## src/rtl/guess_entry.sv

```systemverilog
// Keypad front end for the 1A2B game: collects three digits, validates the entry on ENTER,
// and publishes an accepted guess with a one-cycle ready pulse followed by a key lockout.
module guess_entry #(
    parameter logic [3:0] NUM_MAX   = 4'd9,
    parameter logic [3:0] KEY_CLR   = 4'hA,
    parameter logic [3:0] KEY_ENTER = 4'hB,
    parameter logic [3:0] KEY_BS    = 4'hC,
    parameter logic [3:0] HOLD_CYC  = 4'd4
) (
    input  logic       clk,
    input  logic       reset,
    input  logic       key_valid,
    input  logic [3:0] key_code,
    output logic [3:0] oNum1,
    output logic [3:0] oNum2,
    output logic [3:0] oNum3,
    output logic       oNumRdy,
    output logic       oErr,
    output logic [1:0] oCnt,
    output logic [3:0] oCur1,
    output logic [3:0] oCur2,
    output logic [3:0] oCur3,
    output logic [3:0] oTries
);

    typedef enum logic [0:0] {StEntry, StHold} state_e;

    state_e     state_q, state_d;
    logic [3:0] hold_q, hold_d;

    logic [1:0] cnt_q, cnt_d;
    logic [3:0] cur1_q, cur1_d, cur2_q, cur2_d, cur3_q, cur3_d;
    logic [3:0] num1_q, num1_d, num2_q, num2_d, num3_q, num3_d;
    logic       rdy_q, rdy_d, err_q, err_d;
    logic [3:0] tries_q, tries_d;

    logic key_act, is_digit, is_enter, distinct, accept, reject;

    assign key_act  = key_valid && (state_q == StEntry);
    assign is_digit = key_code <= NUM_MAX;
    assign is_enter = key_act && (key_code == KEY_ENTER);
    assign distinct = (cur1_q != cur2_q) && (cur1_q != cur3_q) && (cur2_q != cur3_q);
    assign accept   = is_enter && (cnt_q == 2'd3) && distinct;
    assign reject   = is_enter && !accept;

    // State register and all datapath registers
    always_ff @(posedge clk) begin
        if (reset) begin
            state_q <= StEntry;
            hold_q  <= 4'd0;
            cnt_q   <= 2'd0;
            cur1_q  <= 4'd0;
            cur2_q  <= 4'd0;
            cur3_q  <= 4'd0;
            num1_q  <= 4'd0;
            num2_q  <= 4'd0;
            num3_q  <= 4'd0;
            rdy_q   <= 1'b0;
            err_q   <= 1'b0;
            tries_q <= 4'd0;
        end else begin
            state_q <= state_d;
            hold_q  <= hold_d;
            cnt_q   <= cnt_d;
            cur1_q  <= cur1_d;
            cur2_q  <= cur2_d;
            cur3_q  <= cur3_d;
            num1_q  <= num1_d;
            num2_q  <= num2_d;
            num3_q  <= num3_d;
            rdy_q   <= rdy_d;
            err_q   <= err_d;
            tries_q <= tries_d;
        end
    end

    // Next-state: HOLD lasts exactly HOLD_CYC cycles after the accepting edge
    always_comb begin
        state_d = state_q;
        hold_d  = hold_q;
        unique case (state_q)
            StEntry: begin
                if (accept) begin
                    state_d = StHold;
                    hold_d  = HOLD_CYC;
                end
            end
            StHold: begin
                hold_d = hold_q - 4'd1;
                if (hold_q <= 4'd1) begin
                    state_d = StEntry;
                end
            end
            default: state_d = StEntry;
        endcase
    end

    // Entry buffer, published guess and status pulses
    always_comb begin
        cnt_d   = cnt_q;
        cur1_d  = cur1_q;
        cur2_d  = cur2_q;
        cur3_d  = cur3_q;
        num1_d  = num1_q;
        num2_d  = num2_q;
        num3_d  = num3_q;
        rdy_d   = 1'b0;
        err_d   = reject;
        tries_d = tries_q;
        if (accept) begin
            num1_d = cur1_q;
            num2_d = cur2_q;
            num3_d = cur3_q;
            rdy_d  = 1'b1;
            cnt_d  = 2'd0;
            cur1_d = 4'd0;
            cur2_d = 4'd0;
            cur3_d = 4'd0;
            if (tries_q != 4'hF) begin
                tries_d = tries_q + 4'd1;
            end
        end else if (key_act && is_digit) begin
            if (cnt_q != 2'd3) begin
                case (cnt_q)
                    2'd0:    cur1_d = key_code;
                    2'd1:    cur2_d = key_code;
                    default: cur3_d = key_code;
                endcase
                cnt_d = cnt_q + 2'd1;
            end
        end else if (key_act && (key_code == KEY_BS)) begin
            if (cnt_q != 2'd0) begin
                case (cnt_q)
                    2'd1:    cur1_d = 4'd0;
                    2'd2:    cur2_d = 4'd0;
                    default: cur3_d = 4'd0;
                endcase
                cnt_d = cnt_q - 2'd1;
            end
        end else if (key_act && (key_code == KEY_CLR)) begin
            cnt_d  = 2'd0;
            cur1_d = 4'd0;
            cur2_d = 4'd0;
            cur3_d = 4'd0;
        end
    end

    // Outputs come straight from registers so pulses are glitch-free
    always_comb begin
        oNum1   = num1_q;
        oNum2   = num2_q;
        oNum3   = num3_q;
        oNumRdy = rdy_q;
        oErr    = err_q;
        oCnt    = cnt_q;
        oCur1   = cur1_q;
        oCur2   = cur2_q;
        oCur3   = cur3_q;
        oTries  = tries_q;
    end

endmodule
```

## config.mk

```make
export PLATFORM = sky130hd
export DESIGN_NAME = guess_entry
export DESIGN_NICKNAME = d
export VERILOG_FILES = /design/src/rtl/guess_entry.sv
export SDC_FILE = /design/constraint.sdc
export NUM_CORES = 1
export LEC_CHECK = 0
export ABC_CLOCK_PERIOD_IN_PS = 3700
export BUFFER_PORTS_ARGS = -buffer_cell sky130_fd_sc_hd__buf_2
export CORE_MARGIN = 5
export CORE_UTILIZATION = 58
export CTS_CLUSTER_SIZE = 20
export DETAILED_ROUTE_END_ITERATION = 10
export GPL_TIMING_DRIVEN = 0
export HOLD_SLACK_MARGIN = 0.02
export PLACE_DENSITY = 0.93
export SLEW_MARGIN = 10
export SYNTH_ARGS = -nofsm -noshare
export SYNTH_HDL_FRONTEND = slang
export SYNTH_SLANG_ARGS = --single-unit
export TNS_END_PERCENT = 50
```

## constraint.sdc

```tcl
create_clock -name clk -period 3.7 [get_ports clk]
set_input_delay 0.37 -clock clk [delete_from_list [all_inputs] [get_ports clk]]
set_output_delay 0.37 -clock clk [all_outputs]
set_load 0.005 [all_outputs]
```

==> flow_summary.json, run 1 <==
{
  "cts_tree": "yes",
  "fin_ws_ns": 1.47,
  "finalSetupViolCount": 0,
  "final_nets": 269,
  "core.rowCount": 20,
  "rrSetupSlack_ns": 1.47,
  "synth_edf_count": 0,
  "worstSetupStartpointType": "flip-flop",
  "synthDistinctLibCells": 40,
  "hp-class": "in -> reg",
  "outcome": "complete, no violations",
  "dp_hpwl_um": 3150,
  "power.density_nw_per_um2": 391,
  "post_cts_buffers": 0,
  "synth-simple-area-share_pct": 23.4,
  "gp_congestion": 0.836,
  "leakage_nw": 0.966,
  "drv_slew": 0,
  "cts.repair.resized": 0,
  "critPathArrivalTime_ns": 2.48,
  "cts_buffer_depth": 2,
  "period_minus_slack_ns": 2.23,
  "vias": 1692,
  "insertion_delay_ns": 0.36,
  "die_w_um": 66.2,
  "diodes": 0,
  "timing.final.crit_share_pct": 60.2,
  "synth_nets": 226,
  "placed_cell_area_um2": 2070,
  "synth_warnings": 0,
  "antenna_found_initial": 0,
  "synth_area_per_cell_um2": 8.65,
  "cp.required_ns": 3.96,
  "maxCapViolCount": 0,
  "drt_wl_total_um": 4400,
  "area_growth_pct": 18.6,
  "cts_root_buffer": "clkbuf_4",
  "viasPerCell": 5.64,
  "stdcell_count": 300,
  "synth_area_um2": 1830,
  "crit_path_end_kind": "flip-flop",
  "async_flop_share_pct": 0,
  "dp.cells": 292,
  "dieHeight_um": 66.2,
  "synth_top_family_by_area": "simple AND/OR/NAND/NOR gates",
  "seq_area_frac_synth_pct": 40.4,
  "path_clk_slew_ns": 0.12,
  "hold_violations": 0,
  "coreArea_um2": 3050,
  "rsz0062_at_grt": "false",
  "crit_fanout": 10,
  "grt_pass1_wl_um": 7370,
  "max_freq_ghz": 0.449,
  "ioPinCount": 39,
  "ys_seq_elements": 37,
  "tightest_slew_ns": 0.648,
  "grt_usage_pct": 22.2,
  "synthXorXnorAreaFrac_pct": 6.21,
  "die_area_um2": 4380,
  "drc": 0,
  "yosys-mux-area-fraction_pct": 3.34,
  "synth-compound-area-share_pct": 16.9,
  "cts_made_buffers": 5,
  "setup_tns_ns": 0,
  "clock_sinks": 37,
  "ant_nets": 0,
  "grt_max_degree": 14,
  "overflow": 0,
  "initial_core_util_pct": 60.0,
  "drtIter0Drc": 127,
  "layout-drive-gt1-share_pct": 22.3,
  "power_mw": 0.850,
  "ir_drop_mv": 0.205,
  "synth_ff_type": "dfxtp_1",
  "wl_per_cell_um": 14.7,
  "clock_skew_ns": 0.0128,
  "worstSetupPathType": "reg -> reg",
  "portBuffers": 36,
  "htree_levels": 2,
  "finalInstanceArea_um2": 2170,
  "post-place-ws_ns": 1.42,
  "grt_pass1_vias": 1595,
  "drt-pass1-iter-count": 4,
  "slew_headroom_pct": 56.4,
  "synth_adder_area_share_pct": 4.78,
  "synth_cells": 212,
  "hold_buffers": 0
}
[through the flow]
stage | hold WS [ns] | utilization (%)
5_1_grt | 0.310 | 71.2
3_5_place_dp | 0.445 | 67.7
6_report | 0.336 | 71.2
3_3_place_gp | 0.438 | 67.7
4_1_cts | 0.320 | 71.2
2_1_floorplan | 0.453 | -
[cell type report]
cell class	instances	area, um2
Timing Repair Buffer	36	180
Multi-Input combinational cell	157	1000
Buffer	12	67.6
Inverter	6	22.5
Fill cell	242	878
Clock buffer	5	37.5
Clock inverter	3	68.8
Tap cell	44	55.1
Sequential cell	37	741
[worst max-delay path, stage by stage, from the launching register on]
cell      delay, ns
dfxtp_1        0.33
buf_6          0.13
and4bb_2       0.33
nand4_1        0.18
or4_1          0.46
buf_2          0.20
a31oi_4        0.17
mux2_1         0.33
[kinds of logic after synthesis]
group,count (synthesis)
compound gates,49
xor+xnor,13
fa+ha+maj,7
buf+inv,18
flops,37
mux,6
simple gates,82
[power by group]
| part | leakage (nW) | internal [mW] | switching, mW |
|---|---|---|---|
| clock network | 0.0558 | 0.213 | 0.145 |
| registers | 0.299 | 0.404 | 0.00808 |
| logic | 0.612 | 0.0314 | 0.0489 |
[per-layer routing]
metal | up-vias | track usage, % | routed length, um
met3 | 11 | 5.95 | 298
met2 | 65 | 37.8 | 2150
met5 | - | 0 | 0
met4 | 0 | 8.88 | 93
li1 | 833 | - | -
met1 | 783 | 26.1 | 1860
[cells in the mapped netlist (all sizes together), types with 3 or more instances]
cell / n / area, um2
nand2: 34 / 128
or3: 9 / 56.3
nand3: 7 / 35.0
nor4: 4 / 31.3
dfxtp: 37 / 741
clkbuf: 4 / 15.0
a211oi: 3 / 22.5
inv: 6 / 22.5
nor2: 10 / 37.5
a21oi: 24 / 120
ha: 7 / 87.6
mux2i: 5 / 50.1
nand2b: 3 / 18.8
o2111ai: 3 / 26.3
o21ai: 8 / 40.0
xor2: 13 / 114
buf: 8 / 52.6
o22ai: 3 / 18.8
[placed cells by master, fill, tap and decap left out, drive strengths merged, types with 3 or more instances in the layout]
cell type  Yosys  layout
a211oi         3       3
a21oi         24      24
buf            8      44
clkbuf         4       9
dfxtp         37      37
ha             7       7
inv            6       7
mux2i          5       5
nand2         34      34
nand2b         3       3
nand3          7       7
nor2          10      10
nor4           4       4
o2111ai        3       3
o21ai          8       8
o22ai          3       3
or3            9       9
xor2          13      13
[state kept, by name, indices dropped and copies added, names as in the netlist, 4 cells and up]
name / count
oNum1: 4
oNum2: 4
oCur2: 4
oTries: 4
oCur1: 4
hold_q: 4
oNum3: 4
oCur3: 4
[final timing paths]
path	startpoint	end	cells after the start
worst max-delay path	state_q$_SDFF_PP0_	oTries[0]$_SDFFE_PP0P_	7
worst min-delay path	key_code[0]	oErr$_SDFF_PP0_	3
worst max register to register	state_q$_SDFF_PP0_	oTries[0]$_SDFFE_PP0P_	7
worst min register to register	oNum1[0]$_SDFFE_PP0P_	oNum1[0]$_SDFFE_PP0P_	2
Note: power is estimated with default switching activity, not from simulation.
==> run 2, diff against run 1 <==
--- a/config.mk
+++ b/config.mk
@@ -5,15 +5,16 @@
 export SDC_FILE = /design/constraint.sdc
 export NUM_CORES = 1
 export LEC_CHECK = 0
-export ABC_CLOCK_PERIOD_IN_PS = 3700
+export ABC_AREA = 1
+export ABC_CLOCK_PERIOD_IN_PS = 2290
 export BUFFER_PORTS_ARGS = -buffer_cell sky130_fd_sc_hd__buf_2
 export CORE_MARGIN = 5
-export CORE_UTILIZATION = 58
+export CORE_UTILIZATION = 54
 export CTS_CLUSTER_SIZE = 20
 export DETAILED_ROUTE_END_ITERATION = 10
 export GPL_TIMING_DRIVEN = 0
 export HOLD_SLACK_MARGIN = 0.02
-export PLACE_DENSITY = 0.93
+export PLACE_DENSITY = 0.88
 export SLEW_MARGIN = 10
 export SYNTH_ARGS = -nofsm -noshare
 export SYNTH_HDL_FRONTEND = slang
==> constraint.sdc (replaced) <==
create_clock -name clk -period 2.29 [get_ports clk]
set_input_delay 0.229 -clock clk [delete_from_list [all_inputs] [get_ports clk]]
set_output_delay 0.229 -clock clk [all_outputs]
set_load 0.005 [all_outputs]
==> run 2 against run 1 <==
Effect of this change: fmax increased by 30%; clock power down 15%; total power grew 49%; register-to-register slack got worse by 0.90 ns; via count rose by 7.6%; combinational power grew to 3.2 times the previous value; global-route usage is 5.6 points lower; wire length down 12%; worst setup slack lost 0.90 ns; flip-flop and latch count unchanged; die area up 12%; critical path type unchanged; critical endpoint is now oCur3[0]$_SDFFE_PP0P_; largest cell class unchanged.
==> flow_summary.json, run 2 <==
{
  "drt_wl_total_um": 3880,
  "outcome": "complete, no violations",
  "dp_hpwl_um": 3000,
  "ir_drop_mv": 0.397,
  "cts_made_buffers": 5,
  "hold-path-endpoint": "oErr$_SDFF_PP0_",
  "worstSetupPathType": "reg -> reg",
  "tightest_slew_ns": 0.427,
  "hp-class": "in -> reg",
  "cts_tree": "yes",
  "hold_violations": 0,
  "max_freq_ghz": 0.584,
  "seq_area_frac_synth_pct": 37.9,
  "grt_max_degree": 11,
  "final_cell_mix": "85 x nand2_1, 46 x nor2_1, 37 x inv_1, 37 x dfxtp_1, 37 x buf_2",
  "setup_tns_ns": 0,
  "die_area_um2": 4920,
  "synth.most_common_cell": "nand2_1",
  "cts.repair.resized": 0,
  "slew_headroom_pct": 71.5,
  "cp_slowest_stage_delay_ns": 0.40,
  "synth_top_area_cell": "dfxtp_1",
  "path_clk_slew_ns": 0.10,
  "finalSetupViolCount": 0,
  "synth_common_cells": "85 x nand2_1, 46 x nor2_1, 37 x dfxtp_1, 37 x inv_1, 11 x nand3_1",
  "insertion_delay_ns": 0.33,
  "synth_warnings": 0,
  "r2r_start": "state_q$_SDFF_PP0_",
  "overflow": 0,
  "rr_worst_depth": 8,
  "post-place-ws_ns": 0.618,
  "drt-pass1-iter-count": 5,
  "synth_nets": 294,
  "cts_buffer_depth": 2,
  "core.rowCount": 21,
  "async_flop_share_pct": 0,
  "crit_family": "simple AND/OR/NAND/NOR gates",
  "vias": 1821,
  "ant_nets": 0,
  "clock_skew_ns": 0.00741,
  "final_nets": 338,
  "antenna_found_initial": 0,
  "worstPathCellList": "nor2_4 -> nand3_1 -> nand3_1 -> nand2_4 -> nor2_4 -> nand2_1 -> nand2_1 -> nor2_1",
  "layout_commonest_cell": "nand2_1",
  "drc": 0,
  "power.density_nw_per_um2": 564,
  "crit_buf_inv": 0,
  "coreArea_um2": 3420,
  "ioPinCount": 39,
  "area_growth_pct": 14.6,
  "rrSetupSlack_ns": 0.58,
  "synth_edf_count": 0,
  "synth_area_leaders": "dfxtp_1 38%, nand2_1 16%, nor2_1 8.8%",
  "fin_ws_ns": 0.577,
  "post_cts_buffers": 0,
  "drtIter0Drc": 87,
  "cts_root_buffer": "clkbuf_4",
  "synth_area_per_cell_um2": 6.98,
  "wl_per_cell_um": 10.5,
  "min_from": "key_code[2]",
  "crit_fanout": 8,
  "hold_buffers": 0,
  "crit_path_end_kind": "flip-flop",
  "initial_core_util_pct": 57.2,
  "r2r_end": "oCur3[0]$_SDFFE_PP0P_",
  "grt_usage_pct": 16.6,
  "grt_pass1_wl_um": 6760,
  "rsz0062_at_grt": "false",
  "leakage_nw": 1.14,
  "synth_ff_type": "dfxtp_1",
  "timing.final.crit_share_pct": 74.8,
  "clock_sinks": 37,
  "synth_cells": 280,
  "grt_pass1_vias": 1617,
  "htree_levels": 2,
  "netlist.area_leader.share_pct": 37.9,
  "period_minus_slack_ns": 1.71,
  "gp_congestion": 0.888,
  "dieHeight_um": 70.1,
  "synth_area_um2": 1950,
  "maxCapViolCount": 0,
  "viasPerCell": 4.93,
  "synthDistinctLibCells": 28,
  "drv_slew": 0,
  "worstSetupStartpointType": "flip-flop",
  "diodes": 0,
  "cp.required_ns": 2.53,
  "die_w_um": 70.1,
  "holdPathStages": 4,
  "cp_slowest_cell": "dfxtp_1",
  "layout-drive-gt1-share_pct": 22.0,
  "critPathArrivalTime_ns": 1.95,
  "timing.hold.ws_ns": 0.240,
  "portBuffers": 37,
  "ys_seq_elements": 37
}
## run 2: cell types whose count changed in the layout (fill, tap and decap cells not counted), moves of 5 or more
cell	previous run	this run
nand2_1	34	85
nor2_1	10	46
inv_1	6	37
a21oi_1	24	6
xor2_1	13	1
o21ai_2	0	10
or3_1	9	0
buf_2	42	37
## run 2: per-stage QoR
stage | utilization, % | instances | total power [mW] | cell area [um2]
2_1_floorplan | - | 280 | 0.899 | 1950
3_3_place_gp | 64.3 | 363 | 0.965 | 2200
3_5_place_dp | 64.3 | 363 | 0.970 | 2200
4_1_cts | 65.5 | 369 | 1.27 | 2240
5_1_grt | 65.5 | 369 | 1.34 | 2240
6_report | 65.5 | 369 | 1.26 | 2240
## run 2: area by class of cell
class | instances | area, um2
fill | 331 | 1180
timing repair buffer | 37 | 185
buffer | 4 | 37.5
clock inverter | 1 | 5.00
tap | 46 | 57.6
multi-input combinational | 201 | 1030
inverter | 38 | 143
clock buffer | 5 | 37.5
sequential | 37 | 741
## run 2: report_power, final
part / switching (mW) / total [mW] / internal [mW]
combinational: 0.164 / 0.258 / 0.0942
clock: 0.200 / 0.306 / 0.107
sequential: 0.0306 / 0.698 / 0.668
## run 2: worst max path at each step
| stage | startpoint | slack, ns | cells after the start | to |
|---|---|---|---|---|
| final | state_q$_SDFF_PP0_ | 0.58 | 8 | oCur3[0]$_SDFFE_PP0P_ |
| after global routing | oCur1[1]$_SDFFE_PP0P_ | 0.42 | 11 | oCur2[2]$_SDFFE_PP0P_ |
| after CTS | state_q$_SDFF_PP0_ | 0.59 | 8 | oCur3[0]$_SDFFE_PP0P_ |
| after detailed placement | state_q$_SDFF_PP0_ | 0.62 | 8 | oCur3[0]$_SDFFE_PP0P_ |
| after global placement | state_q$_SDFF_PP0_ | 0.65 | 8 | oCur2[3]$_SDFFE_PP0P_ |
| after floorplan | state_q$_SDFF_PP0_ | 0.85 | 9 | oNum1[2]$_SDFFE_PP0P_ |
## run 2: worst min-delay path, delay by kind of cell
family | cells | cell delay (ns)
buf+inv | 1 | 0.11
simple gates | 3 | 0.19
## run 2: kinds of logic after synthesis
logic type | after synthesis | synth area share [%]
mux | 1 | 0.513
fa+ha+maj | 7 | 4.48
simple gates | 160 | 36.4
compound gates | 31 | 10.6
flops | 37 | 37.9
xor+xnor | 2 | 0.897
buf+inv | 42 | 9.22
## run 2: per-layer routing
metal	share of wire (%)	vias to the layer above	GRT usage (%)
li1	-	957	-
met1	47	818	20.1
met2	46	38	27.9
met3	4.8	8	4.59
met4	1.9	0	6.17
met5	0	-	0
==> run 3, diff against run 2 <==
--- a/config.mk
+++ b/config.mk
@@ -6,15 +6,15 @@
 export NUM_CORES = 1
 export LEC_CHECK = 0
 export ABC_AREA = 1
-export ABC_CLOCK_PERIOD_IN_PS = 2290
+export ABC_CLOCK_PERIOD_IN_PS = 1500
 export BUFFER_PORTS_ARGS = -buffer_cell sky130_fd_sc_hd__buf_2
 export CORE_MARGIN = 5
-export CORE_UTILIZATION = 54
+export CORE_UTILIZATION = 49
 export CTS_CLUSTER_SIZE = 20
 export DETAILED_ROUTE_END_ITERATION = 10
 export GPL_TIMING_DRIVEN = 0
 export HOLD_SLACK_MARGIN = 0.02
-export PLACE_DENSITY = 0.88
+export PLACE_DENSITY = 0.84
 export SLEW_MARGIN = 10
 export SYNTH_ARGS = -nofsm -noshare
 export SYNTH_HDL_FRONTEND = slang
==> constraint.sdc (replaced) <==
create_clock -name clk -period 1.5 [get_ports clk]
set_input_delay 0.15 -clock clk [delete_from_list [all_inputs] [get_ports clk]]
set_output_delay 0.15 -clock clk [all_outputs]
set_load 0.005 [all_outputs]
==> run 3 against run 2 <==
Effect of this change: the run now ends with negative setup slack left; clock-buffer cell count is 2 higher; flip-flop and latch count stayed put; global-route usage is 2.0 points higher; sequential share of layout area is 3.1 points lower; clock power grew to 3.0 times the previous value; hold slack worse by 0.0086 ns; clock skew is 0.00058 ns lower; core utilization is 0.51 points higher; via count is 8.0% higher; final cell count is 7.6% higher; largest cell class unchanged; highest routed layer unchanged.
==> flow_summary.json, run 3 (same netlist as run 2, synthesis figures left out) <==
{
  "drt-pass1-iter-count": 4,
  "viasPerCell": 4.95,
  "outcome": "finished with violations",
  "hp-class": "in -> reg",
  "final_cell_mix": "77 x nand2_1, 44 x nor2_1, 37 x buf_2, 23 x inv_1, 22 x dfxtp_1",
  "slew_headroom_pct": 66.2,
  "leakage_nw": 1.31,
  "htree_levels": 2,
  "ant_nets": 0,
  "hold_violations": 0,
  "portBuffers": 37,
  "dp.cells": 367,
  "grt_pass1_wl_um": 7620,
  "overflow": 0,
  "gp_congestion": 0.874,
  "coreArea_um2": 3940,
  "tightest_slew_ns": 0.507,
  "clock_skew_ns": 0.00683,
  "post-place-ws_ns": -0.159,
  "drv_slew": 0,
  "wl_per_cell_um": 12.0,
  "dieHeight_um": 73.1,
  "finalSetupViolCount": 8,
  "rr_worst_depth": 9,
  "die_w_um": 73.1,
  "area_growth_pct": 33.3,
  "stdcell_count": 397,
  "cts_root_buffer": "clkbuf_8",
  "crit_fanout": 8,
  "power.density_nw_per_um2": 951,
  "grt_usage_pct": 18.6,
  "drc": 0,
  "maxCapViolCount": 0,
  "worstSetupStartpointType": "flip-flop",
  "grt_max_degree": 12,
  "timing.final.crit_share_pct": 104,
  "worstSetupPathType": "reg -> reg",
  "r2r_start": "state_q$_SDFF_PP0_",
  "die_area_um2": 5350,
  "period_minus_slack_ns": 1.56,
  "path_clk_slew_ns": 0.07,
  "violations": "negative setup slack",
  "min_from": "key_code[3]",
  "rrSetupSlack_ns": -0.06,
  "vias": 1966,
  "layout-drive-gt1-share_pct": 38.9,
  "hold-path-endpoint": "oCur1[1]$_SDFFE_PP0P_",
  "ir_drop_mv": 0.681,
  "drtIter0Drc": 80,
  "final_nets": 360,
  "grt_pass1_vias": 1699,
  "antenna_found_initial": 0,
  "initial_core_util_pct": 49.5,
  "dp_hpwl_um": 3150,
  "cp.required_ns": 1.69,
  "cts_made_buffers": 5,
  "max_freq_ghz": 0.640,
  "cts_buffer_depth": 2,
  "clock_sinks": 37,
  "ioPinCount": 39,
  "diodes": 0,
  "holdPathStages": 4,
  "layout_commonest_cell": "nand2_1",
  "drt_wl_total_um": 4760,
  "crit_path_end_kind": "flip-flop",
  "fin_ws_ns": -0.0622,
  "r2r_end": "oCur3[1]$_SDFFE_PP0P_",
  "rsz0062_at_grt": "true",
  "insertion_delay_ns": 0.29,
  "cts_tree": "yes",
  "critPathArrivalTime_ns": 1.75,
  "core.rowCount": 23
}
-- run 3: cell count changes in the layout (fill, tap and decap cells not counted), sizes merged --
cell,before,now
nor2,52,53
bufinv,0,1
buf,40,61
clkbuf,6,8
clkinv,1,0
-- run 3: worst max path at each step --
stage | end | startpoint | slack (ns) | cells past startpoint
floorplan | oNum1[2]$_SDFFE_PP0P_ | state_q$_SDFF_PP0_ | 0.06 | 9
detailed placement | oNum1[2]$_SDFFE_PP0P_ | oCur1[1]$_SDFFE_PP0P_ | -0.16 | 11
CTS | oErr$_SDFF_PP0_ | oCur1[1]$_SDFFE_PP0P_ | -0.006 | 11
global route | oCur3[0]$_SDFFE_PP0P_ | state_q$_SDFF_PP0_ | -0.15 | 9
global placement | oCur2[3]$_SDFFE_PP0P_ | state_q$_SDFF_PP0_ | -0.14 | 8
finish | oCur3[1]$_SDFFE_PP0P_ | state_q$_SDFF_PP0_ | -0.06 | 9
-- run 3: metrics by stage --
stage	utilization (%)	total power, mW	setup TNS, ns	hold slack [ns]	instance area, um2
CTS	62.8	2.42	-0.00943	0.213	2470
floorplan	-	1.37	0	0.352	1950
global placement	55.8	1.47	-2.78	0.438	2200
global route	66.0	2.60	-2.78	0.273	2600
finish	66.0	2.48	-0.344	0.231	2600
detailed placement	55.8	1.48	-3.39	0.442	2200
-- run 3: worst max-delay path, cell delays in order (launching register included) --
cell and delay, ns:
dfxtp_4 0.35, nor2_4 0.17, buf_6 0.12, nand4_1 0.16, nand3_4 0.17, nand2_4 0.09
nor2_4 0.21, nand2_1 0.08, nand2_1 0.07, nor2_1 0.04
-- run 3: layout make-up --
class                           count  area, um2
Clock inverter                      1       30.0
Timing Repair Buffer               58        354
Clock buffer                        7       86.3
Inverter                           38        153
Multi-Input combinational cell    202       1100
Buffer                              4       37.5
Sequential cell                    37        782
Fill cell                         326       1340
Tap cell                           50       62.6
-- run 3: where the power goes --
group	total [mW]	switching (mW)	internal (mW)	leakage, nW
logic	0.495	0.295	0.200	0.938
clock network	0.907	0.364	0.542	0.0585
registers	1.07	0.0526	1.02	0.309
total	2.48	0.712	1.76	1.31
-- run 3: what timing repair did --
action                     CTS  global route
gates resized for setup     24            40
setup buffers               13             7
cloned                       2             0
pin swaps                    8            22
setup endpoints to repair   31            34
hold buffers                 0             0
-- run 3: metal layers --
metal | routed length [um] | global-route usage [%]
met2 | 2430 | 31.8
met1 | 2000 | 21.2
met3 | 244 | 5.23
met5 | 0 | 0
met4 | 84 | 8.40
